### config.mk
export PLATFORM = sky130hd
export DESIGN_NAME = pipeline_hazard_ctrl
export DESIGN_NICKNAME = d
export VERILOG_FILES = /design/src/rtl/riscv_ctrl_pkg.sv /design/src/rtl/sat_counter.sv /design/src/rtl/pipeline_hazard_ctrl.sv
export SDC_FILE = /design/constraint.sdc
export NUM_CORES = 1
export LEC_CHECK = 0
export CORE_ASPECT_RATIO = 1.2
export CORE_MARGIN = 10
export CORE_UTILIZATION = 50
export CTS_CLUSTER_SIZE = 28
export DETAILED_ROUTE_END_ITERATION = 8
export GPL_ROUTABILITY_DRIVEN = 0
export PLACE_DENSITY = 0.79
export REMOVE_ABC_BUFFERS = 1
export SYNTH_ARGS = -nofsm -noshare
export SYNTH_HDL_FRONTEND = slang
export SYNTH_SLANG_ARGS = --single-unit
### constraint.sdc
create_clock -name clk_i -period 4.7 [get_ports clk_i]
set_input_delay 0.47 -clock clk_i [delete_from_list [all_inputs] [get_ports clk_i]]
set_output_delay 0.47 -clock clk_i [all_outputs]
set_load 0.01 [all_outputs]
### src/rtl/riscv_ctrl_pkg.sv
// Shared types and constants for the RV32I pipeline control slice.
package riscv_ctrl_pkg;

  localparam int RV_REG_AW = 5;
  localparam logic [RV_REG_AW-1:0] X0_ADDR = '0;

  // Sequencer states.
  typedef enum logic [1:0] {
    RUN      = 2'd0,
    MEM_WAIT = 2'd1,
    MEM_ERR  = 2'd2
  } state_e;

  // Bundle of pipeline control strobes driven by the sequencer.
  typedef struct packed {
    logic pc_write;
    logic ifid_write;
    logic ifid_flush;
    logic idex_bubble;
    logic pipe_stall;
    logic dmem_start;
  } ctrl_t;

  localparam ctrl_t CTRL_RUN    = '{pc_write: 1'b1, ifid_write: 1'b1, default: 1'b0};
  localparam ctrl_t CTRL_FREEZE = '{pipe_stall: 1'b1, default: 1'b0};
  localparam ctrl_t CTRL_RST    = '{ifid_flush: 1'b1, idex_bubble: 1'b1, default: 1'b0};

  // Hazard/branch resolution once the pipeline is not frozen: a load-use
  // hazard wins over a taken branch, since the branch operands are not ready.
  function automatic ctrl_t hazard_ctrl(input logic load_use, input logic br_taken);
    ctrl_t c;
    c = CTRL_RUN;
    if (load_use) begin
      c.pc_write    = 1'b0;
      c.ifid_write  = 1'b0;
      c.idex_bubble = 1'b1;
    end else if (br_taken) begin
      c.ifid_flush  = 1'b1;
    end
    return c;
  endfunction

endpackage

### src/rtl/sat_counter.sv
// Saturating up-counter with synchronous clear.
module sat_counter #(
  parameter int W = 16
) (
  input  logic         clk_i,
  input  logic         clr_i,
  input  logic         inc_i,
  output logic [W-1:0] cnt_o
);

  // Clear dominates; otherwise count up and hold at all-ones.
  always_ff @(posedge clk_i) begin
    if (clr_i)                      cnt_o <= '0;
    else if (inc_i && cnt_o != '1)  cnt_o <= cnt_o + 1'b1;
  end

endmodule

### src/rtl/pipeline_hazard_ctrl.sv
// Stall/flush sequencer for the 5-stage pipeline: load-use bubbles, branch
// flushes, data-memory freeze with timeout, and saturating perf counters.
module pipeline_hazard_ctrl
  import riscv_ctrl_pkg::*;
#(
  parameter int TIMEOUT = 16,
  parameter int CNT_W   = 16,
  parameter int REG_AW  = RV_REG_AW
) (
  input  logic              clk_i,
  input  logic              rst_i,
  input  logic              IDEX_MemRead_i,
  input  logic [REG_AW-1:0] IDEX_RdAddr_i,
  input  logic [REG_AW-1:0] IFID_RsAddr1_i,
  input  logic [REG_AW-1:0] IFID_RsAddr2_i,
  input  logic              Branch_taken_i,
  input  logic              DMem_req_i,
  input  logic              DMem_ready_i,
  output logic              PC_Write_o,
  output logic              IFID_Write_o,
  output logic              IFID_Flush_o,
  output logic              IDEX_Bubble_o,
  output logic              Pipe_Stall_o,
  output logic              DMem_start_o,
  output logic              Mem_err_o,
  output logic [CNT_W-1:0]  Stall_cnt_o,
  output logic [CNT_W-1:0]  Flush_cnt_o
);

  localparam int WC_W = (TIMEOUT > 2) ? $clog2(TIMEOUT) : 1;
  localparam logic [WC_W-1:0] WC_LAST = WC_W'(TIMEOUT - 1);

  state_e          state;
  logic [WC_W-1:0] wait_cnt;
  logic            mem_err;
  logic            load_use;
  ctrl_t           ctl;

  // rs2 is compared unconditionally: a false stall is cheaper than decoding
  // whether the instruction in ID actually reads rs2.
  assign load_use = IDEX_MemRead_i && (IDEX_RdAddr_i != REG_AW'(X0_ADDR)) &&
                    ((IDEX_RdAddr_i == IFID_RsAddr1_i) || (IDEX_RdAddr_i == IFID_RsAddr2_i));

  // Zero-latency control decode: reset > memory freeze > load-use > branch.
  always_comb begin
    ctl = CTRL_RUN;
    if (rst_i) begin
      ctl = CTRL_RST;
    end else begin
      case (state)
        RUN: begin
          if (DMem_req_i) begin
            ctl            = CTRL_FREEZE;
            ctl.dmem_start = 1'b1;
          end else begin
            ctl = hazard_ctrl(load_use, Branch_taken_i);
          end
        end
        MEM_WAIT: begin
          if (DMem_ready_i) ctl = hazard_ctrl(load_use, Branch_taken_i);
          else              ctl = CTRL_FREEZE;
        end
        default: ctl = CTRL_FREEZE;
      endcase
    end
  end

  assign PC_Write_o    = ctl.pc_write;
  assign IFID_Write_o  = ctl.ifid_write;
  assign IFID_Flush_o  = ctl.ifid_flush;
  assign IDEX_Bubble_o = ctl.idex_bubble;
  assign Pipe_Stall_o  = ctl.pipe_stall;
  assign DMem_start_o  = ctl.dmem_start;
  assign Mem_err_o     = mem_err;

  // Access sequencer; ready is only honoured from MEM_WAIT, so the minimum
  // access latency is one cycle. MEM_ERR is left only through reset.
  always_ff @(posedge clk_i) begin
    if (rst_i) begin
      state    <= RUN;
      wait_cnt <= '0;
      mem_err  <= 1'b0;
    end else begin
      case (state)
        RUN: begin
          if (DMem_req_i) begin
            state    <= MEM_WAIT;
            wait_cnt <= '0;
          end
        end
        MEM_WAIT: begin
          if (DMem_ready_i) begin
            state <= RUN;
          end else if (wait_cnt == WC_LAST) begin
            state   <= MEM_ERR;
            mem_err <= 1'b1;
          end else begin
            wait_cnt <= wait_cnt + 1'b1;
          end
        end
        MEM_ERR: mem_err <= 1'b1;
        default: state <= RUN;
      endcase
    end
  end

  sat_counter #(.W(CNT_W)) u_stall_cnt (
    .clk_i (clk_i),
    .clr_i (rst_i),
    .inc_i (!ctl.pc_write),
    .cnt_o (Stall_cnt_o)
  );

  sat_counter #(.W(CNT_W)) u_flush_cnt (
    .clk_i (clk_i),
    .clr_i (rst_i),
    .inc_i (ctl.ifid_flush),
    .cnt_o (Flush_cnt_o)
  );

endmodule

Word-level counts from Yosys, hierarchy flattened
Cells that the tools add are included.
{"block": "totals", "inputBits": 21, "regBits": 39}
{"block": "op_classes", "n_reduce_logical": 13, "n_mux": 19, "addsub": 3, "bitwise_logic": 1, "n_eq_ne": 12}
{"op": "adder 16 x 1 -> 16 bit, second input constant", "count": 2}
{"op": "!= test 16 bit, second input constant", "count": 2}
{"op": "2-to-1 mux 6 bit", "count": 3}
{"op": "2-to-1 mux 4 bit", "count": 3}
{"op": "one-hot mux 6 bit (2 select lines)", "count": 1}
{"op": "equality test 5 bit", "count": 2}
{"op": "2-to-1 mux 2 bit", "count": 4}
{"op": "!= test 2 bit, second input constant", "count": 4}
{"op": "one-hot mux 4 bit (2 select lines)", "count": 1}
{"op": "one-hot mux 2 bit (3 select lines)", "count": 1}
{"op": "AND reduction 3 bit", "count": 2}
{"op": "2-to-1 mux 1 bit", "count": 5}
{"op": "nonzero test 5 bit", "count": 1}
{"op": "adder 4 x 1 -> 4 bit, second input constant", "count": 1}
{"op": "equality test 4 bit, second input constant", "count": 1}
{"op": "logical AND 1 bit", "count": 4}
{"op": "AND reduction 4 bit", "count": 1}
{"op": "nonzero test 2 bit", "count": 2}
{"op": "!= test 3 bit, second input constant", "count": 1}
{"op": "equality test 2 x 1 -> 1 bit, second input constant", "count": 1}
{"op": "equality test 2 bit, second input constant", "count": 1}
{"op": "zero test 2 bit", "count": 1}
{"op": "one-hot mux 1 bit (2 select lines)", "count": 1}
{"op": "zero test 1 bit", "count": 1}
{"op": "2 further kinds", "count": 2}

Longest topological paths before layout
Gate-level depths: netlist of run 1.
{"block": "depth", "ltp_word": 9, "mapped_depth": 9, "ltp_nobuf": 7}

Modules after synthesis
From an unflattened synthesis of run 1, not the netlist that was laid out.
{"block": "unflattened", "cells_unflattened": 263, "area_unflattened_um2": 2224.6}
{"module": "sat_counter", "cells_each": 99, "area_per_inst_um2": 848.3, "instances": 2}
{"module": "pipeline_hazard_ctrl", "cells_each": 65, "area_per_inst_um2": 528.0, "instances": 1}

Worst setup path before layout of run 1
Ideal clock, no wire load.
{"block": "synth_timing", "path_type": "input port to output port", "start": "input IDEX_RdAddr_i[1]", "end": "output PC_Write_o", "required_time_ns": 4.230, "slack_ns": 2.318, "cell_stages": 7, "path_buffers": 3, "arrival_time_ns": 1.912, "path_cell_list": "or4_4 o21ai_4 o21ai_2 inv_2 buf_6 buf_2 buf_4"}
{"block": "synth_via", "elab_chain_len": 7}
{"element": "from (decl)", "line": "pipeline_hazard_ctrl.sv:13", "source": "input logic [REG_AW-1:0] IDEX_RdAddr_i,"}
{"element": "equality test 5 bit or nonzero test 5 bit (tied branches)", "line": "pipeline_hazard_ctrl.sv:42, pipeline_hazard_ctrl.sv:41"}
{"element": "logical OR 1 bit or logical AND 1 bit (tied branches)", "line": "pipeline_hazard_ctrl.sv:42, pipeline_hazard_ctrl.sv:41"}
{"element": "logical AND 1 bit *", "line": "pipeline_hazard_ctrl.sv:41", "source": "assign load_use = IDEX_MemRead_i && (IDEX_RdAddr_i != REG_AW'(X0_ADDR)) &&"}
{"element": "2-to-1 mux 2 bit *", "line": "riscv_ctrl_pkg.sv:33", "source": "if (load_use) begin"}
{"element": "2-to-1 mux 6 bit (on tied branches)", "line": "pipeline_hazard_ctrl.sv:60, pipeline_hazard_ctrl.sv:52"}
{"element": "one-hot mux 6 bit (2 select lines) *", "line": "pipeline_hazard_ctrl.sv:50", "source": "case (state)"}
{"element": "2-to-1 mux 6 bit *", "line": "pipeline_hazard_ctrl.sv:47", "source": "if (rst_i) begin"}
{"element": "to (decl)", "line": "pipeline_hazard_ctrl.sv:19", "source": "output logic PC_Write_o,"}
Every way passes the cells marked *; elsewhere a longest branch is shown, timed or not.

Worst setup path in the final report of run 1
{"block": "layout_timing", "start": "input IDEX_RdAddr_i[1]", "end": "output IFID_Write_o"}
{"block": "layout_via", "elab_chain_len": 7}
{"element": "equality test 5 bit or nonzero test 5 bit (tied branches)", "line": "pipeline_hazard_ctrl.sv:42, pipeline_hazard_ctrl.sv:41"}
{"element": "logical OR 1 bit or logical AND 1 bit (tied branches)", "line": "pipeline_hazard_ctrl.sv:42, pipeline_hazard_ctrl.sv:41"}
{"element": "logical AND 1 bit *", "line": "pipeline_hazard_ctrl.sv:41"}
{"element": "2-to-1 mux 2 bit *", "line": "riscv_ctrl_pkg.sv:33"}
{"element": "2-to-1 mux 6 bit (on tied branches)", "line": "pipeline_hazard_ctrl.sv:60, pipeline_hazard_ctrl.sv:52"}
{"element": "one-hot mux 6 bit (2 select lines) *", "line": "pipeline_hazard_ctrl.sv:50"}
{"element": "2-to-1 mux 6 bit *", "line": "pipeline_hazard_ctrl.sv:47"}
{"element": "to (decl)", "line": "pipeline_hazard_ctrl.sv:20", "source": "output logic IFID_Write_o,"}
Marks and branches as above.

==> results of run 1 <==
## final timing paths
path                                            from               endpoint  slack [ps]  cells past startpoint
worst max-delay path                IDEX_RdAddr_i[1]           IFID_Write_o        1400                      6
worst min-delay path                       Mem_err_o              Mem_err_o         460                      2
worst max register to register  u_stall_cnt.cnt_o[0]  u_stall_cnt.cnt_o[13]        1790                      7
worst min register to register             Mem_err_o              Mem_err_o         460                      2
## flip-flops by register name, summed over array words and instances (netlist names)
name and cells:
Mem_err_o 1, state 2, u_flush_cnt.cnt_o 16, u_stall_cnt.cnt_o 16, wait_cnt 4
## Yosys cell counts (3+ instances only)
master,number
nor3_2,3
nor3_1,8
buf_2,3
clkbuf_1,7
nand2_1,14
xor2_1,17
nor4_1,3
and4_1,4
a21oi_1,26
or4_1,8
and3_1,5
dfxtp_1,39
nand4_1,6
or3_1,4
nand3_1,10
o31ai_1,8
inv_1,8
o211ai_1,4
mux2_2,11
o21ai_0,5
nor2b_1,12
ha_1,3
nor2_1,31
## cell families (layout without fill, tap and decap cells)
logic type               after synthesis  after routing
adder cells (fa/ha/maj)                3              3
flip-flops                            39             39
multiplexers                          12             12
AND/OR/NAND/NOR                      120            120
buffers and inverters                 23             75
AO/OA/AOI/OAI                         56             56
XOR/XNOR                              17             17
## routing by layer
metal	share of wire, %	vias up	global-route usage [%]
met5	0	-	0
met4	1.7	0	5.78
met3	10	10	7.57
met2	46	58	24.3
met1	42	1001	16.0
li1	-	1080	-
## final cells by class
| type | instances | area, µm² |
|---|---|---|
| fillers | 394 | 1390 |
| multi-input cells | 208 | 1350 |
| flip-flops and latches | 39 | 781 |
| repair buffers | 60 | 593 |
| clock buffers | 6 | 72.6 |
| well taps | 56 | 70.1 |
| inverters | 9 | 33.8 |
## worst max-delay path, cell delays in order
cell and delay (ps):
clkdlybuf4s50_1 470, or4_4 570, o21ai_4 260, o21ai_2 120, inv_2 320, clkdlybuf4s50_1 620
## per-stage QoR
step           setup WS [ps]  utilization [%]  hold WS, ps
3_5_place_dp            1380             65.9          445
4_1_cts                 1370             67.6          455
5_1_grt                 1170             67.6          467
2_1_floorplan           2360                -          443
3_3_place_gp            1430             65.9          433
6_report                1400             67.6          455
## power breakdown
group          internal (mW)  leakage (nW)  switching, mW
Clock                 0.0988        0.0371          0.107
Sequential             0.336         0.315        0.00606
Combinational         0.0457         0.653         0.0499
Total                  0.480          1.00          0.163
==> key figures, run 1 <==
Drt
  • Number of vias per cell: 5.69
  • DR DRC count: 0
  • Final wirelength: 5450 µm
  • Via Count: 2,149
  • Post-DR wirelength/cell: 14.4 µm
  • Initial DRC count: 137
  • Drt pass-1 iters: 4
  • Post-route ant nets: 0

Synth
  • Cell types occupying the most area after synthesis: dfxtp_1, xor2_1, a21oi_1
  • Area leader, netlist: dfxtp_1
  • Post-synthesis cell area: 2230 µm²
  • Complex-gate fraction of the synthesized area: 16.3%
  • Largest family of logic cells by synthesized area: simple AND/OR/NAND/NOR gates
  • Syn Area/Cell: 8.27 µm²
  • Post-synthesis simple-gate area fraction: 29.9%
  • Mux contribution to synthesized area: 5.99%
  • Synth Area in Adders: 1.68%
  • Post-synthesis cell type count: 48
  • YS warnings: 0
  • XOR/XNOR Fraction of Synth Area: 6.67%
  • Ys async rst share: 0%
  • Top FF cell, synth: dfxtp_1
  • Post-Syn Instances: 270
  • Synth Register Bits: 39
  • Post-synthesis sequential area ratio: 35.0%
  • Area fraction of the dominant cell type after synthesis: 35.0%
  • Post-synth EDFFs: 0

Global routing
  • Congestion Overflow GR: 0
  • Largest net degree at the start of global routing: 31
  • GRT Util Overall: 14.9%
  • First-pass GRT wire length: 9240 µm
  • Initial antenna violation count: 0
  • Vias in the first global route: 2,092

Clock tree
  • Number of H-tree levels: 2
  • CTS clk-pin slew, worst paths: 60 ps
  • Post-CTS resize count: 0
  • CTS Hold Bufs: 0
  • CTS buffer count: 5
  • CTS tree: yes
  • Clock Latency Late Sink: 290 ps
  • Post-CTS Setup Bufs: 0
  • Clock sinks: 39
  • Root Buffer Master: clkbuf_8
  • Maximum root-to-sink buffer count: 2

Worst hold path
  • Hold crit path type: register to register

Critical path
  • Crit Path Category: input port to primary output
  • Crit path DAT: 2830 ps
  • CP Capture Type: primary output
  • Required time worst endpoint: 4230 ps
  • CP Launch Type: input port
  • CP Max Fanout: 28

Placement
  • HPWL Detailed: 4220 µm
  • Port bufs: 59
  • Placed cell area: 2830 µm²
  • Dpl cells: 372

Layout
  • Nets@finish: 347
  • Post-Layout Cell Count: 378
  • Layout cells sized above 1: 9.01%
  • Synth-to-Final Area Change: 29.9%
  • Commonest non-fill, non-tap cell in the layout: clkdlybuf4s50_1
  • Commonest cells after routing, fill and taps aside: clkdlybuf4s50_1, dfxtp_1, nor2_1, a21oi_1, xor2_1
  • Antenna diodes: 0
  • Design area: 2900 µm²

STA
  • # setup viols final: 0
  • Fin. Hold Viols: 0
  • Worst slew pin tran: 1220 ps
  • Fin crit share: 70.3%
  • Fin Setup TNS: 0 ps
  • Final slew viol count: 0
  • Fmax achieved: 0.303 GHz
  • Minimum clock period: 3300 ps
  • Setup Skew: 6.01 ps
  • RSZ-0062 raised after global routing: no
  • Slew HR: 18.1%

Outcome
  • Status: complete, no violations

Die
  • Die area: 7550 µm²
  • Die span in x: 81.0 µm
  • Core Region: 4290 µm²
  • Height of the die: 93.2 µm
  • Top-Level Pins: 60
  • # rows: 26
  • Initial core utilization: 52.0%

Flow run
  • Max-Cap Viols: 0

Pwr
  • Total power: 0.643 mW
  • Pwr/cell area: 221 nW/µm²
  • Leakage: 1.00 nW
  • Maximum vdd drop: 0.127 mV
(Power assumes the default switching activity.)
==> run 2: changes to the inputs <==
--- a/config.mk
+++ b/config.mk
@@ -7,11 +7,11 @@
 export LEC_CHECK = 0
 export CORE_ASPECT_RATIO = 1.2
 export CORE_MARGIN = 10
-export CORE_UTILIZATION = 50
+export CORE_UTILIZATION = 44
 export CTS_CLUSTER_SIZE = 28
 export DETAILED_ROUTE_END_ITERATION = 8
 export GPL_ROUTABILITY_DRIVEN = 0
-export PLACE_DENSITY = 0.79
+export PLACE_DENSITY = 0.74
 export REMOVE_ABC_BUFFERS = 1
 export SYNTH_ARGS = -nofsm -noshare
 export SYNTH_HDL_FRONTEND = slang
==> constraint.sdc (replaced) <==
create_clock -name clk_i -period 2.7 [get_ports clk_i]
set_input_delay 0.27 -clock clk_i [delete_from_list [all_inputs] [get_ports clk_i]]
set_output_delay 0.27 -clock clk_i [all_outputs]
set_load 0.01 [all_outputs]
==> run 2 against run 1 <==
Sequential power increased by 74%. First-iteration DRC count decreased by 48%. Die area increased by 10%. Design area increased by 4.8%. Worst hold slack got worse by 73 ps. Largest cell class unchanged. Highest routed layer unchanged.
==> key figures, run 2 (synthesized netlist as in run 1, its figures left out) <==
Flow run
  • Max-Cap Viols: 0

STA
  • Setup Skew: 8.23 ps
  • Fin crit share: 96.1%
  • Final WS setup: 105 ps
  • Worst slew pin tran: 458 ps
  • Fin Setup TNS: 0 ps
  • RSZ-0062 raised after global routing: no
  • Final slew viol count: 0
  • Fin Hold WS: 382 ps
  • # setup viols final: 0
  • Minimum clock period: 2590 ps
  • Slew HR: 69.2%
  • Fmax achieved: 0.385 GHz
  • Fin. Hold Viols: 0

Clock tree
  • Number of H-tree levels: 2
  • CTS Hold Bufs: 0
  • Root Buffer Master: clkbuf_8
  • Clock sinks: 39
  • Post-CTS Setup Bufs: 0
  • Maximum root-to-sink buffer count: 2
  • Clock Latency Late Sink: 290 ps
  • CTS clk-pin slew, worst paths: 70 ps
  • CTS buffer count: 5
  • Post-CTS resize count: 0
  • CTS tree: yes

Layout
  • Filler Cell Count: 447
  • Commonest non-fill, non-tap cell in the layout: clkdlybuf4s50_1
  • Nets@finish: 355
  • Antenna diodes: 0
  • Top flop regs: u_flush_cnt.cnt_o x16, u_stall_cnt.cnt_o x16, wait_cnt x4
  • Layout cells sized above 1: 11.7%
  • Synth-to-Final Area Change: 36.2%
  • Commonest cells after routing, fill and taps aside: clkdlybuf4s50_1, dfxtp_1, nor2_1, a21oi_1, xor2_1
  • Post-Layout Cell Count: 392

Drt
  • Via Count: 2,180
  • Post-DR wirelength/cell: 14.4 µm
  • DR DRC count: 0
  • Final wirelength: 5660 µm
  • Drt pass-1 iters: 4
  • Number of vias per cell: 5.56
  • Initial DRC count: 71
  • Post-route ant nets: 0

Critical path
  • RR Endpoint: u_stall_cnt.cnt_o[5]
  • CP Max Fanout: 7
  • Reg2reg start: u_stall_cnt.cnt_o[0]
  • Critical Path Start: IDEX_RdAddr_i[1]
  • Crit Path Category: input port to primary output
  • Crit path DAT: 2320 ps
  • R2r setup slk: 630 ps
  • CP Capture Type: primary output
  • Required time worst endpoint: 2430 ps
  • CP Launch Type: input port
  • Cells on worst reg2reg path: 9
  • Critical Path End: IDEX_Bubble_o

Global routing
  • Initial antenna violation count: 0
  • First-pass GRT wire length: 9360 µm
  • GRT Util Overall: 13.1%
  • Vias in the first global route: 2,074
  • Largest net degree at the start of global routing: 38
  • Busiest grt layer: met2
  • Congestion Overflow GR: 0
  • Grt met1 use: 14.5%
  • Met2 GRT Util: 20.2%
  • Met3 Track Usage GR: 7.56%

Pwr
  • Maximum vdd drop: 0.252 mV
  • Total power: 1.35 mW
  • Pwr/cell area: 444 nW/µm²
  • Leakage: 1.08 nW

Placement
  • Dpl cells: 384
  • HPWL Detailed: 4180 µm
  • DP Worst Slack: 68.4 ps
  • Port bufs: 59

Worst hold path
  • WHS Path Cells: 2
  • Hold crit path type: input port to register

Die
  • Top-Level Pins: 60
  • Die area: 8340 µm²
  • Height of the die: 98.0 µm
  • Initial core utilization: 45.2%
  • Die span in x: 85.0 µm
  • # rows: 28
  • Core Region: 4940 µm²

Outcome
  • Status: complete, no violations
run 2: cell types whose count changed in the layout (fill, tap and decap cells not counted), sizes merged:
cell           change
bufinv             +2
dlymetal6s2s       +1
clkdlybuf4s50      -1
buf                +8
run 2: worst min-delay path by stage:
stage	start	endpoint	slack, ps
CTS	rst_i	wait_cnt[0]	380
finish	rst_i	wait_cnt[0]	380
global placement	Mem_err_o	Mem_err_o	430
global route	rst_i	wait_cnt[0]	390
floorplan	rst_i	Mem_err_o	340
detailed placement	Mem_err_o	Mem_err_o	440
run 2: layout make-up:
type,instances,area [µm²],area share [%]
multi-input cells,208,1350,44.4
flip-flops and latches,39,781,25.7
repair buffers,68,668,22.0
well taps,60,75.1,2.47
clock buffers,6,72.6,2.39
clock inverters,2,60.1,1.97
inverters,9,33.8,1.11
run 2: power by group:
group / internal (mW) / total (mW) / switching, mW
registers: 0.584 / 0.594 / 0.0106
logic: 0.0884 / 0.178 / 0.0899
clock network: 0.370 / 0.579 / 0.209
total: 1.04 / 1.35 / 0.310
run 2: worst max-delay path, stage by stage:
cell,delay (ps)
clkdlybuf4s50_1,460
or4_4,560
o21ai_4,170
buf_4,180
nor2_1,40
a21o_1,170
clkdlybuf4s50_1,470
run 2: through the flow:
step	area (µm²)	util, %
floorplan	2170	-
global placement	2910	58.8
detailed placement	2910	58.8
CTS	3040	61.5
global route	3040	61.6
finish	3040	61.6
run 2: metal layers:
metal,vias up,wire (µm)
li1,1104,-
met1,1002,2390
met2,66,2520
met3,8,657
met4,0,95
met5,-,0
==> run 3: changes to the inputs <==
--- a/config.mk
+++ b/config.mk
@@ -7,11 +7,11 @@
 export LEC_CHECK = 0
 export CORE_ASPECT_RATIO = 1.2
 export CORE_MARGIN = 10
-export CORE_UTILIZATION = 44
+export CORE_UTILIZATION = 35
 export CTS_CLUSTER_SIZE = 28
 export DETAILED_ROUTE_END_ITERATION = 8
 export GPL_ROUTABILITY_DRIVEN = 0
-export PLACE_DENSITY = 0.74
+export PLACE_DENSITY = 0.6
 export REMOVE_ABC_BUFFERS = 1
 export SYNTH_ARGS = -nofsm -noshare
 export SYNTH_HDL_FRONTEND = slang
==> run 3 against run 2 <==
Power is 10% lower. Largest power group unchanged. Via count is 1.4% lower. Sequential power hardly changed. Clock skew is 4.1 ps lower. Critical endpoint unchanged. Design area is 0.29% higher. Maximum frequency is 0.20% lower. Highest routed layer unchanged. Global-route usage is 1.4 points lower. Count of clock-buffer cells in the layout is 2 higher. Worst hold slack worse by 54 ps.
==> key figures, run 3 (synthesized netlist as in run 1, its figures left out) <==
Outcome
  • Status: complete, no violations

Die
  • Top-Level Pins: 60
  • Core Region: 6130 µm²
  • Initial core utilization: 36.4%
  • Height of the die: 108 µm
  • Die span in x: 92.9 µm
  • # rows: 31
  • Die area: 9990 µm²

Pwr
  • Maximum vdd drop: 0.211 mV
  • Pwr/cell area: 397 nW/µm²
  • Leakage: 1.07 nW
  • Total power: 1.21 mW

Drt
  • Post-DR wirelength/cell: 14.0 µm
  • DR DRC count: 0
  • Initial DRC count: 58
  • Final wirelength: 5820 µm
  • Drt pass-1 iters: 4
  • Number of vias per cell: 5.16
  • Post-route ant nets: 0
  • Via Count: 2,150

STA
  • Fin Hold WS: 328 ps
  • Final slew viol count: 0
  • Fmax achieved: 0.385 GHz
  • Fin. Hold Viols: 0
  • Worst slew pin tran: 497 ps
  • Minimum clock period: 2600 ps
  • Fin Setup TNS: 0 ps
  • # setup viols final: 0
  • Fin crit share: 96.3%
  • Slew HR: 66.6%
  • Setup Skew: 4.13 ps
  • RSZ-0062 raised after global routing: no

Clock tree
  • Number of H-tree levels: 2
  • Maximum root-to-sink buffer count: 2
  • CTS tree: yes
  • Post-CTS resize count: 0
  • Root Buffer Master: clkbuf_8
  • CTS buffer count: 5
  • CTS clk-pin slew, worst paths: 80 ps
  • Post-CTS Setup Bufs: 0
  • CTS Hold Bufs: 0
  • Clock sinks: 39
  • Clock Latency Late Sink: 290 ps

Global routing
  • Vias in the first global route: 2,066
  • Initial antenna violation count: 0
  • Congestion Overflow GR: 0
  • First-pass GRT wire length: 9780 µm
  • GRT Util Overall: 11.7%
  • Largest net degree at the start of global routing: 43

Critical path
  • Reg2reg start: u_flush_cnt.cnt_o[0]
  • Critical Path Start: IDEX_RdAddr_i[2]
  • Required time worst endpoint: 2430 ps
  • Crit Path Category: input port to primary output
  • CP Launch Type: input port
  • CP Max Fanout: 7
  • CP Capture Type: primary output
  • Crit path DAT: 2330 ps

Placement
  • Placed cell area: 2940 µm²
  • HPWL Detailed: 4470 µm
  • Port bufs: 59

Layout
  • Nets@finish: 358
  • Multi-input gate area: 1360 µm²
  • Design area: 3050 µm²
  • Synth-to-Final Area Change: 36.6%
  • Filler Cell Count: 624
  • Antenna diodes: 0
  • Util after Layout: 49.8%
  • Commonest non-fill, non-tap cell in the layout: clkdlybuf4s50_1
  • Top flop regs: u_flush_cnt.cnt_o x16, u_stall_cnt.cnt_o x16, wait_cnt x4
  • Commonest cells after routing, fill and taps aside: clkdlybuf4s50_1, dfxtp_1, nor2_1, a21oi_1, xor2_1
  • Register area: 781 µm²
  • Layout cells sized above 1: 12.8%

Worst hold path
  • Hold crit path type: input port to register
  • Hold path startpoint: rst_i

Flow run
  • Max-Cap Viols: 0
==> run 3: changes by cell type in the layout (fill, tap and decap cells not counted) <==
| cell | previous run | this run |
|---|---|---|
| buf_4 | 8 | 12 |
| a31oi_1 | 1 | 0 |
| bufinv_16 | 2 | 0 |
| buf_12 | 1 | 0 |
| dlymetal6s2s_1 | 1 | 0 |
| clkbuf_8 | 5 | 7 |
| a31oi_2 | 0 | 1 |
| clkdlybuf4s50_1 | 57 | 58 |
==> run 3: layout make-up <==
| class | count | share of cell area, % |
|---|---|---|
| inverter | 9 | 1.11 |
| tap | 82 | 3.36 |
| clock buffer | 8 | 3.28 |
| timing repair buffer | 71 | 22.1 |
| multi-input combinational | 208 | 44.5 |
| sequential | 39 | 25.6 |
==> run 3: final timing paths <==
check	endpoint	cells past startpoint	slack [ps]
max	IDEX_Bubble_o	7	100
min reg2reg	Mem_err_o	2	450
max reg2reg	u_flush_cnt.cnt_o[3]	6	640
min	state[0]	2	330
==> run 3: metrics by stage <==
step,instances,setup slack [ps]
after floorplan,256,363
after global placement,409,102
after detailed placement,409,93.0
after CTS,417,80.0
after global routing,417,17.3
final,417,100
==> run 3: worst max-delay path, cell delays in order <==
cell and delay [ps]:
clkdlybuf4s50_1 460, or4_4 550, o21ai_4 170, buf_4 180, nor2_1 50, a21o_1 180
clkdlybuf4s50_1 480
==> run 3: metal layers <==
metal  vias up  wire length [µm]  GRT usage (%)
met3         7               634           6.28
met4         0                63           2.65
met1       982              2590           13.7
li1       1102                 -              -
met2        59              2530           18.3
met5         -                 0              0
==> run 3: where the power goes <==
part,internal (mW),switching [mW]
sequential,0.584,0.0101
combinational,0.0900,0.0915
clock,0.233,0.202
==> RTL edit 1 (flow settings as in run 3) <==
The 3 states of `state_e` get a one-hot encoding in 3 bits.
--- a/src/rtl/riscv_ctrl_pkg.sv
+++ b/src/rtl/riscv_ctrl_pkg.sv
@@ -5,10 +5,10 @@
   localparam logic [RV_REG_AW-1:0] X0_ADDR = '0;
 
   // Sequencer states.
-  typedef enum logic [1:0] {
-    RUN      = 2'd0,
-    MEM_WAIT = 2'd1,
-    MEM_ERR  = 2'd2
+  typedef enum logic [2:0] {
+    RUN      = 3'b001,
+    MEM_WAIT = 3'b010,
+    MEM_ERR  = 3'b100
   } state_e;
 
   // Bundle of pipeline control strobes driven by the sequencer.
Check against the original RTL: same outputs for any inputs over 10 cycles, from zero or initial values and one cycle with rst_i high; not proved beyond that.
==> RTL edit 1 against run 3 <==
Wire length grew 2.5%. Sequential cell count grew 1. Maximum frequency increased by 3.0%. Worst setup slack gained 0.075 ns. Combinational power is 19% higher. Area after synthesis decreased by 0.73%. Final area is 1.1% lower. Power shrank 1.1%.
==> RTL edit 1: results (changes against run 3) <==
[metrics] Lkg Pwr: 1.06 nW (-1.1%)
[metrics] detailed-route via count: 2138 (-0.56%)
[metrics] pin count of the biggest net entering global routing: 38 (-12%)
[metrics] wirelength, routed: 5.97 mm (+2.5%)
[metrics] Worst R2R Start: state[2]$_SDFFE_PP0P_
[metrics] met1 GRT Util: 13.7% (+0.036 points)
[metrics] global-route wire length before repair: 10.1 mm (+3.1%)
[metrics] met3 layer usage reported by global route: 4.40% (-1.9 points)
[metrics] Remaining DRCs: 0 (unchanged)
[metrics] residual overflow from global routing: 0 (unchanged)
[metrics] reg-to-reg slack, setup: 0.49 ns (-0.15 ns)
[metrics] RR Endpoint: u_stall_cnt.cnt_o[13]$_SDFFE_PP0P_
[metrics] number of buffers inserted for hold repair after clock tree synthesis: 0 (unchanged)
[metrics] class of the tightest hold or removal check: register to register
[metrics] crit-path max FO: 6 (-1)
[metrics] Tcrit/Tclk final: 93.5% (-2.8 points)
[metrics] most frequent cells after synthesis: 40 x sky130_fd_sc_hd__dfxtp_1, 26 x sky130_fd_sc_hd__nor2_1, 20 x sky130_fd_sc_hd__a21oi_1
[metrics] outcome: finished, final reports clean
[metrics] met2 Use GR: 21.1% (+2.8 points)
[metrics] cell with the biggest individual delay on the critical path: sky130_fd_sc_hd__clkdlybuf4s50_1
[metrics] antenna violations before repair: 0 (unchanged)
[metrics] maximum vdd drop: 191 uV (-9.8%)
[metrics] Post-Route M1 WL: 2.56 mm (-1.4%)
[metrics] DP Wirelength: 4.67 mm (+4.3%)
[metrics] post-synthesis average cell area: 8.34 um2 (+0.76%)
[metrics] Reg2Reg Depth: 7 (+1)
[metrics] ratio of cells with drive above 1 in the final layout: 10.5% (-2.3 points)
[metrics] worst slew slack as a fraction of its limit: 67.9% (+1.3 points)
[metrics] 1st-iter DRT viols: 73 (+26%)
[metrics] cell types occupying the most area after synthesis: sky130_fd_sc_hd__dfxtp_1 36%, sky130_fd_sc_hd__xnor2_1 6.3%, sky130_fd_sc_hd__a21oi_1 4.5%
[metrics] routed wl met3: 334 um (-47%)
[metrics] met2 routed wirelength: 3.00 mm (+18%)
[metrics] Clock Skews: 0.00341 ns (-0.000721 ns)
[metrics] Synth cell types: 47 (-2.1%)
[metrics] GRT Total Usage: 12.2% (+0.49 points)
[metrics] post-placement setup slack: -0.0344 ns (-0.127 ns)
[metrics] Worst Path Arrival: 2.26 ns (-0.07 ns)
[metrics] async set or reset register ratio after synthesis: 0% (unchanged)
[metrics] routed via count divided by cell count: 5.16 (+0.16%)
[metrics] register area share after synthesis: 36.1% (+1.2 points)
## RTL edit 1: cell types whose count changed after synthesis, moves of 4 or more
cell,delta
sky130_fd_sc_hd__a211oi_1,+4
sky130_fd_sc_hd__mux2_2,-6
sky130_fd_sc_hd__o21ai_0,+6
sky130_fd_sc_hd__xnor2_1,+16
sky130_fd_sc_hd__nor3_1,-4
sky130_fd_sc_hd__nor2b_1,-7
sky130_fd_sc_hd__nand3_1,+6
sky130_fd_sc_hd__nand2_1,+5
sky130_fd_sc_hd__xor2_1,-14
sky130_fd_sc_hd__nor2_1,-5
sky130_fd_sc_hd__a21oi_1,-6
sky130_fd_sc_hd__and2_1,+6
## RTL edit 1: worst min-delay path by stage
stage,cells after the start,end,start
finish,2,Mem_err_o$_SDFFE_PP0P_,Mem_err_o$_SDFFE_PP0P_
global route,2,u_stall_cnt.cnt_o[11]$_SDFFE_PP0P_,u_stall_cnt.cnt_o[11]$_SDFFE_PP0P_
CTS,2,Mem_err_o$_SDFFE_PP0P_,Mem_err_o$_SDFFE_PP0P_
detailed placement,2,Mem_err_o$_SDFFE_PP0P_,Mem_err_o$_SDFFE_PP0P_
global placement,2,Mem_err_o$_SDFFE_PP0P_,Mem_err_o$_SDFFE_PP0P_
floorplan,1,u_flush_cnt.cnt_o[12]$_SDFFE_PP0P_,rst_i
## RTL edit 1: final cells by class
cell class	count	area, um2
Fill cell	620	3070
Multi-Input combinational cell	209	1340
Sequential cell	40	801
Timing Repair Buffer	71	681
Tap cell	82	103
Clock buffer	5	68.8
Inverter	7	26.3
## RTL edit 1: kinds of logic after synthesis
logic type	Yosys count	share of synthesized area (%)
and+or+nand+nor	115	28.1
AOI/OAI and AO/OA	64	19.0
DFF	40	36.1
xor gates and xnor gates	19	7.51
buffers and inverters	17	3.67
muxes	8	3.89
adders and majority gates	3	1.69
## RTL edit 1: what timing repair did
item                       CTS  global route
gates cloned                 0             0
hold endpoints to repair     0             0
gates resized for setup      2             2
setup endpoints to repair    2             1
## RTL edit 1: tightest hold or removal path: cells and delay by family, from the launching register on
kind / cells / cell delay, ns
DFF: 1 / 0.33
and+or+nand+nor: 2 / 0.11
## RTL edit 1: power breakdown
group	internal [mW]	switching [mW]
Sequential	0.605	0.0204
Combinational	0.115	0.0994
Clock	0.167	0.190
Total	0.887	0.310
## RTL edit 1: through the flow
stage                     hold WS (ns)  cell area [um2]  TNS [ns]
final                            0.474             3020         0
after floorplan                  0.339             2160         0
after global routing             0.525             3020         0
after CTS                        0.484             3010         0
after detailed placement         0.468             2950   -0.0674
after global placement           0.460             2950         0
==> RTL edit 2 (settings of run 3) <==
Made on the original files. Set the package constant `RV_REG_AW` to 4 (it was 5).
--- a/src/rtl/riscv_ctrl_pkg.sv
+++ b/src/rtl/riscv_ctrl_pkg.sv
@@ -1,7 +1,7 @@
 // Shared types and constants for the RV32I pipeline control slice.
 package riscv_ctrl_pkg;
 
-  localparam int RV_REG_AW = 5;
+  localparam int RV_REG_AW = 4;
   localparam logic [RV_REG_AW-1:0] X0_ADDR = '0;
 
   // Sequencer states.
Interface: changed (resized IDEX_RdAddr_i, IFID_RsAddr1_i and IFID_RsAddr2_i); port bits go from 60 to 57. The function was not compared with the original's and may differ.
==> RTL edit 2 against run 3 <==
Wire length shrank 1.9%. Worst hold slack gained 0.13 ns. Sequential cell count is the same. Worst setup slack gained 0.070 ns. Synthesized cell count shrank 3.3%. Final area shrank 3.2%. Cell count shrank 3.4%. First-iteration DRC count grew 8.6%. Sequential power grew 2%. Power grew 8.0%. Area after synthesis shrank 0.62%. Largest power group unchanged.
==> RTL edit 2: results (changes against run 3) <==
[metrics] number of clock buffers in the layout: 6 (-2)
[metrics] GRT Total Usage: 11.8% (+0.081 points)
[metrics] cell types occupying the most area after synthesis: sky130_fd_sc_hd__dfxtp_1 35%, sky130_fd_sc_hd__a21oi_1 5.0%, sky130_fd_sc_hd__nand2_1 3.6%
[metrics] worst min-delay path endpoint: Mem_err_o$_SDFFE_PP0P_
[metrics] Clock Skews: 0.00914 ns (+0.00501 ns)
[metrics] pin count of the biggest net entering global routing: 24 (-44%)
[metrics] maximum vdd drop: 329 uV (+56%)
[metrics] DP Wirelength: 4.43 mm (-0.99%)
[metrics] crit-path max FO: 9 (+2)
[metrics] Worst R2R Start: state[0]$_SDFFE_PP0P_
[metrics] first element of the critical path: IDEX_RdAddr_i[0]
[metrics] outcome: finished, final reports clean
[metrics] vias in the first global route: 2031 (-1.7%)
[metrics] count of multi-input gates: 199 (-4.3%)
[metrics] non-clock inverter total of the final layout: 10 (+1)
[metrics] wirelength, routed: 5.72 mm (-1.9%)
[metrics] register area share after synthesis: 35.2% (+0.22 points)
[metrics] Finished Layout Cells: 403 (-3.4%)
[metrics] input/output buffers: 56 (-5.1%)
[metrics] 1st-iter DRT viols: 63 (+8.6%)
[metrics] Non-clock buffer share: 21.3% (-0.89 points)
[metrics] reg-to-reg slack, setup: 0.56 ns (-0.08 ns)
[metrics] Buffers excl. clock: 65 (-8.5%)
[metrics] Final #Nets: 341 (-4.7%)
[metrics] synthesized-area fraction occupied by ao, oa, aoi and oai cells: 18.9% (+2.6 points)
[metrics] Lkg Pwr: 1.00 nW (-6.6%)
[metrics] post-synthesis average cell area: 8.50 um2 (+2.8%)
[metrics] Reg2Reg Depth: 8 (+2)
[metrics] share of cell area taken by muxes after synthesis: 2.93% (-3.1 points)
[metrics] worst slew slack as a fraction of its limit: 74.8% (+8.2 points)
[metrics] parity-gate share of the synthesized area counting xor and xnor cells: 4.34% (-2.3 points)
[metrics] Fin Hold WS: 0.454 ns (+0.126 ns)
-- RTL edit 2: through the flow --
| step | cell area, um2 | setup slack (ns) |
|---|---|---|
| after global placement | 2840 | 0.189 |
| after floorplan | 2110 | 0.738 |
| final | 2950 | 0.170 |
| after CTS | 2950 | 0.159 |
| after global routing | 2950 | 0.0829 |
| after detailed placement | 2840 | 0.169 |
-- RTL edit 2: per-layer routing --
layer | GRT usage, % | routed length, um
met5 | 0 | 0
met4 | 3.31 | 49
met3 | 4.88 | 383
met2 | 19.9 | 2760
met1 | 13.2 | 2530
-- RTL edit 2: where the power goes --
part,switching (mW),internal [mW]
combinational,0.0974,0.102
clock,0.206,0.299
sequential,0.0154,0.587
-- RTL edit 2: kinds of logic after synthesis --
logic type,Yosys count
AND/OR/NAND/NOR,117
AO/OA/AOI/OAI,62
flip-flops,39
buffers and inverters,23
XOR/XNOR,11
multiplexers,6
adder cells (fa/ha/maj),3
